**src/rtl/countdown_pkg.sv**
```systemverilog
// Shared types and helpers for the countdown sequencer and its tick prescaler.
package countdown_pkg;

  typedef enum logic [2:0] {IDLE, ZERO, LOAD, RUN, DONE} countdown_state_t;

  // Prescaler register width: max(1, clog2(prescale)).
  function automatic int prescale_width(input int prescale);
    return (prescale <= 2) ? 1 : $clog2(prescale);
  endfunction

endpackage

```
**src/rtl/countdown_sequencer_tick_prescaler.sv**
```systemverilog
// Free-running tick divider: one tick every PRESCALE cycles while run is high,
// restarted from zero by clear. Reusable by other timers.
module tick_prescaler
  import countdown_pkg::*;
#(
  parameter int PRESCALE = 1
) (
  input  logic clk,
  input  logic reset_n,
  input  logic clear,
  input  logic run,
  output logic tick
);

  localparam int PW = prescale_width(PRESCALE);
  localparam logic [PW-1:0] LAST = PW'(PRESCALE - 1);

  logic [PW-1:0] count_reg, count_next;

  always_comb begin
    count_next = count_reg;
    if (clear) begin
      count_next = '0;
    end else if (run) begin
      count_next = (count_reg == LAST) ? '0 : count_reg + PW'(1);
    end
  end

  always_ff @(posedge clk or negedge reset_n) begin
    if (!reset_n) begin
      count_reg <= '0;
    end else begin
      count_reg <= count_next;
    end
  end

  assign tick = run && (count_reg == LAST);

endmodule

```
**src/rtl/countdown_sequencer.sv**
```systemverilog
// Timeout engine driving an external down-counter: load, prescaled decrement, done pulse.
// Optional auto-reload loop enabled by defining COUNTDOWN_PERIODIC_EN.
module countdown_sequencer
  import countdown_pkg::*;
#(
  parameter int WIDTH    = 8,
  parameter int PRESCALE = 1
) (
  input  logic             clk,
  input  logic             reset_n,
  input  logic             start_valid,
  output logic             start_ready,
  input  logic [WIDTH-1:0] duration,
  input  logic             periodic,
  input  logic             abort,
  input  logic [WIDTH-1:0] cnt_y,
  output logic [WIDTH-1:0] cnt_x,
  output logic             cnt_load,
  output logic             cnt_en,
  output logic             busy,
  output logic             done,
  output logic             aborted
);

  countdown_state_t state_reg, state_next, after_done;

  logic [WIDTH-1:0] cnt_x_reg;
  logic             periodic_reg;
  logic             aborted_reg;
  logic             accept;
  logic             cnt_zero;
  logic             abort_kill;
  logic             tick;

  assign accept     = start_valid && (state_reg == IDLE);
  assign cnt_zero   = (cnt_y == '0);
  // An abort landing on DONE lets done stand and raises no aborted pulse.
  assign abort_kill = abort && (state_reg inside {ZERO, LOAD, RUN});

`ifdef COUNTDOWN_PERIODIC_EN
  assign after_done = periodic_reg ? ((cnt_x_reg == '0) ? ZERO : LOAD) : IDLE;
`else
  logic periodic_unused;
  assign periodic_unused = periodic_reg;
  assign after_done      = IDLE;
`endif

  tick_prescaler #(
    .PRESCALE(PRESCALE)
  ) u_prescaler (
    .clk    (clk),
    .reset_n(reset_n),
    .clear  (state_reg == LOAD),
    .run    (state_reg == RUN),
    .tick   (tick)
  );

  always_ff @(posedge clk or negedge reset_n) begin
    if (!reset_n) begin
      state_reg <= IDLE;
    end else begin
      state_reg <= state_next;
    end
  end

  always_ff @(posedge clk or negedge reset_n) begin
    if (!reset_n) begin
      cnt_x_reg    <= '0;
      periodic_reg <= 1'b0;
      aborted_reg  <= 1'b0;
    end else begin
      aborted_reg <= abort_kill;
      if (accept) begin
        cnt_x_reg    <= duration;
        periodic_reg <= periodic;
      end
    end
  end

  always_comb begin
    state_next = state_reg;
    unique case (state_reg)
      IDLE:    if (start_valid) state_next = (duration == '0) ? ZERO : LOAD;
      ZERO:    state_next = DONE;
      LOAD:    state_next = RUN;
      RUN:     if (cnt_zero) state_next = DONE;
      DONE:    state_next = after_done;
      default: state_next = IDLE;
    endcase
    if (abort && (state_reg != IDLE)) begin
      state_next = IDLE;
    end
  end

  always_comb begin
    start_ready = 1'b0;
    busy        = 1'b1;
    cnt_load    = 1'b0;
    cnt_en      = 1'b0;
    done        = 1'b0;
    unique case (state_reg)
      IDLE: begin
        start_ready = 1'b1;
        busy        = 1'b0;
      end
      LOAD:    cnt_load = 1'b1;
      RUN:     cnt_en   = tick && !cnt_zero;
      DONE:    done     = 1'b1;
      default: ;
    endcase
  end

  assign cnt_x   = cnt_x_reg;
  assign aborted = aborted_reg;

endmodule
```
**config.mk**
```make
export PLATFORM = sky130hd
export DESIGN_NAME = countdown_sequencer
export DESIGN_NICKNAME = d
export VERILOG_FILES = /design/src/rtl/countdown_pkg.sv /design/src/rtl/countdown_sequencer_tick_prescaler.sv /design/src/rtl/countdown_sequencer.sv
export SDC_FILE = /design/constraint.sdc
export NUM_CORES = 1
export LEC_CHECK = 0
export BUFFER_PORTS_ARGS = -buffer_cell sky130_fd_sc_hd__buf_2
export CAP_MARGIN = 25
export CORE_MARGIN = 1.5
export CORE_UTILIZATION = 44
export DETAILED_ROUTE_END_ITERATION = 7
export GPL_TIMING_DRIVEN = 0
export PLACE_DENSITY = 0.81
export SLEW_MARGIN = 20
export SYNTH_ARGS = -nofsm -noshare
export SYNTH_HDL_FRONTEND = slang
export SYNTH_HIERARCHICAL = 1
export SYNTH_SLANG_ARGS = --single-unit
export TNS_END_PERCENT = 20
```
**constraint.sdc**
```tcl
create_clock -name clk -period 4.36 [get_ports clk]
set_clock_uncertainty 0.2 [all_clocks]
set_input_delay 0.218 -clock clk [delete_from_list [all_inputs] [get_ports clk]]
set_output_delay 0.218 -clock clk [all_outputs]
set_load 0.05 [all_outputs]
```
==> impl_metrics.toml <==
[status]
status = "finished clean"

[die]
design.core.area_um2 = 1280
start_util_pct = 46.6
die_h_um = 39.9
io_pins = 35
dieArea_um2 = 1590
die_w_um = 39.9
std_cell_rows = 13

[clock_network]
cts_buffers = 3
cts_tree = "built"
clock-root-buffer = "clkbuf_4"
worstSkewPairLatency_ps = 290
cts_htree_levels = 1
clock_sinks = 12
clockBufferDepth = 2
cts_resized = 0
clkTransAtPathRegs_ps = 80

[finish]
fin_nets = 116
mostFrequentLayoutCell = "buf_2"
syn_to_final_growth_pct = 55.1
final_cells = 109
n_fill_cell = 95
stdcell_area_um2 = 930
largest_reg_flops = 8
drive_above_1_share_pct = 56.4
layout_common_cells = "33 x buf_2, 12 x dfrtp_1, 11 x dlygate4sd3_1"
fin_util_pct = 72.3
antennaDiodeCount = 0

[routing]
drtIter0Drc = 16
viasPerCell = 4.94
wire_per_inst_um = 14.7
drc = 0
ant_nets = 0
routed_wl_um = 1610
dr.pass1.iters = 4
vias = 539

[yosys]
synthCells = 46
seq_area_frac_synth_pct = 50.1
syn_nets = 67
ys_ff_latch = 12
syn_area_per_cell_um2 = 13.0
synth_cell_types = 21
syn-cell-area_um2 = 599
yosys_warnings = 6

[place]
dpl.cell_count = 94
placed_area_um2 = 783
io_buffers = 33
place.gp.congestion = 0.736

[grt]
track_usage_pct = 22.7
grt_first_pass_wirelength_um = 2250
antenna_found_initial = 0
grt_max_degree = 13
grt-ovfl-total = 0
grt_pass1_vias = 482

[power]
p_per_area_nw_per_um2 = 739
p_leak_nw = 0.475
peakVddDrop_mv = 0.469
p_total_w = 0.000687

[worst_setup_path]
cp-end-kind = "primary output"
timing.rr.end = "cnt_x[0]"
worst-r2r-cell-count = 5
r2r_slack_ps = 2520
cp_data_required_time_ps = 3940
r2r_start = "state_reg[2]"
critical_path_arrival_ps = 1560
crit_path_start_kind = "flip-flop"
crit_type = "flip-flop to primary output"
critical_path.max_fanout = 6

[sta]
fmax_mhz = 505
finalCritPeriodShare_pct = 45.5
fin_tns_setup_ps = 0
rsz0062_at_grt = "no"
slew_headroom_pct = 72.7
final_max_slew_viol_count = 0
tightest_slew_ps = 399
period_needed_ps = 1980
hold_viol = 0
setup_viol = 0

[worst_hold_path]
min_path_cells = 4
worstHoldStart = "cnt_y[6]"
min_to = "state_reg[2]"
hold_path.class = "input port to flip-flop"

[job]
cap_violations = 0
==> worst max-delay path, stage by stage (launching register included) <==
cell and delay (ps):
dfrtp_1 440, inv_1 80, nor3b_1 230, buf_4 140, and3_1 130, buf_2 250
==> how the worst max path moves through the flow <==
stage	to	from	slack, ps	depth (start not counted)
4_1_cts	cnt_en	state_reg[0]	2370	5
2_1_floorplan	cnt_x[0]	state_reg[2]	2290	5
3_5_place_dp	cnt_x[4]	state_reg[2]	2560	5
5_1_grt	cnt_en	state_reg[0]	2270	5
6_report	cnt_en	state_reg[0]	2380	5
3_3_place_gp	cnt_x[4]	state_reg[2]	2570	5
==> cell families (layout without fill, tap and decap cells) <==
family	count (synthesis)	in the layout	share of synthesized area, %
muxes	8	8	20.0
and+or+nand+nor	18	18	18.8
DFF	12	12	50.1
buffers and inverters	4	52	5.84
AOI/OAI and AO/OA	4	4	5.22
==> where the power goes <==
group	leakage [nW]	total [W]	internal (W)	switching, W
Clock	0.0210	0.0000945	0.0000509	0.0000436
Sequential	0.145	0.000191	0.000158	0.0000333
Combinational	0.309	0.000401	0.000138	0.000263
Total	0.475	0.000687	0.000347	0.000340
==> timing repair <==
action / CTS / global route
hold buffers: 11 / 0
setup buffers: 0 / 0
endpoints found under the hold margin: 23 / 0
==> synthesized netlist by cell type <==
master | n | area share, %
nand3_1 | 1 | 0.83
and2_4 | 1 | 1.5
inv_2 | 1 | 0.63
or3b_2 | 1 | 1.5
a2111oi_0 | 1 | 1.5
and2_2 | 1 | 1.3
nand2_1 | 2 | 1.3
dfrtp_1 | 12 | 50
inv_1 | 1 | 0.63
buf_12 | 1 | 3.3
nor2_1 | 3 | 1.9
and3_1 | 1 | 1.0
nor4_1 | 3 | 3.1
a21o_2 | 1 | 1.5
mux2_4 | 8 | 20
a31oi_1 | 1 | 1.0
buf_4 | 1 | 1.3
o21bai_1 | 1 | 1.3
nor3b_1 | 3 | 3.8
nor3_1 | 1 | 0.83
or3_4 | 1 | 1.9
==> per-layer routing <==
| layer | vias to the layer above | part of all wire (%) | track usage, % |
|---|---|---|---|
| met1 | 267 | 43 | 27.7 |
| li1 | 261 | - | - |
| met5 | - | 0 | 0 |
| met2 | 9 | 54 | 37.5 |
| met3 | 2 | 2.0 | 5.11 |
| met4 | 0 | 1.1 | 10.3 |
==> metrics by stage <==
stage          hold slack, ps  setup WS, ps
2_1_floorplan            -278          2290
3_3_place_gp            -95.1          2570
3_5_place_dp            -88.6          2560
4_1_cts                  64.0          2370
5_1_grt                   106          2270
6_report                 57.6          2380
==> final cells by class <==
| class | instances | area (um^2) | area share, % |
|---|---|---|---|
| buffer | 2 | 27.5 | 2.96 |
| clock buffer | 4 | 36.3 | 3.90 |
| inverter | 2 | 7.51 | 0.808 |
| multi-input combinational | 30 | 264 | 28.4 |
| sequential | 12 | 300 | 32.3 |
| tap | 15 | 18.8 | 2.02 |
| timing repair buffer | 44 | 275 | 29.6 |
(Power assumes the default switching activity.)
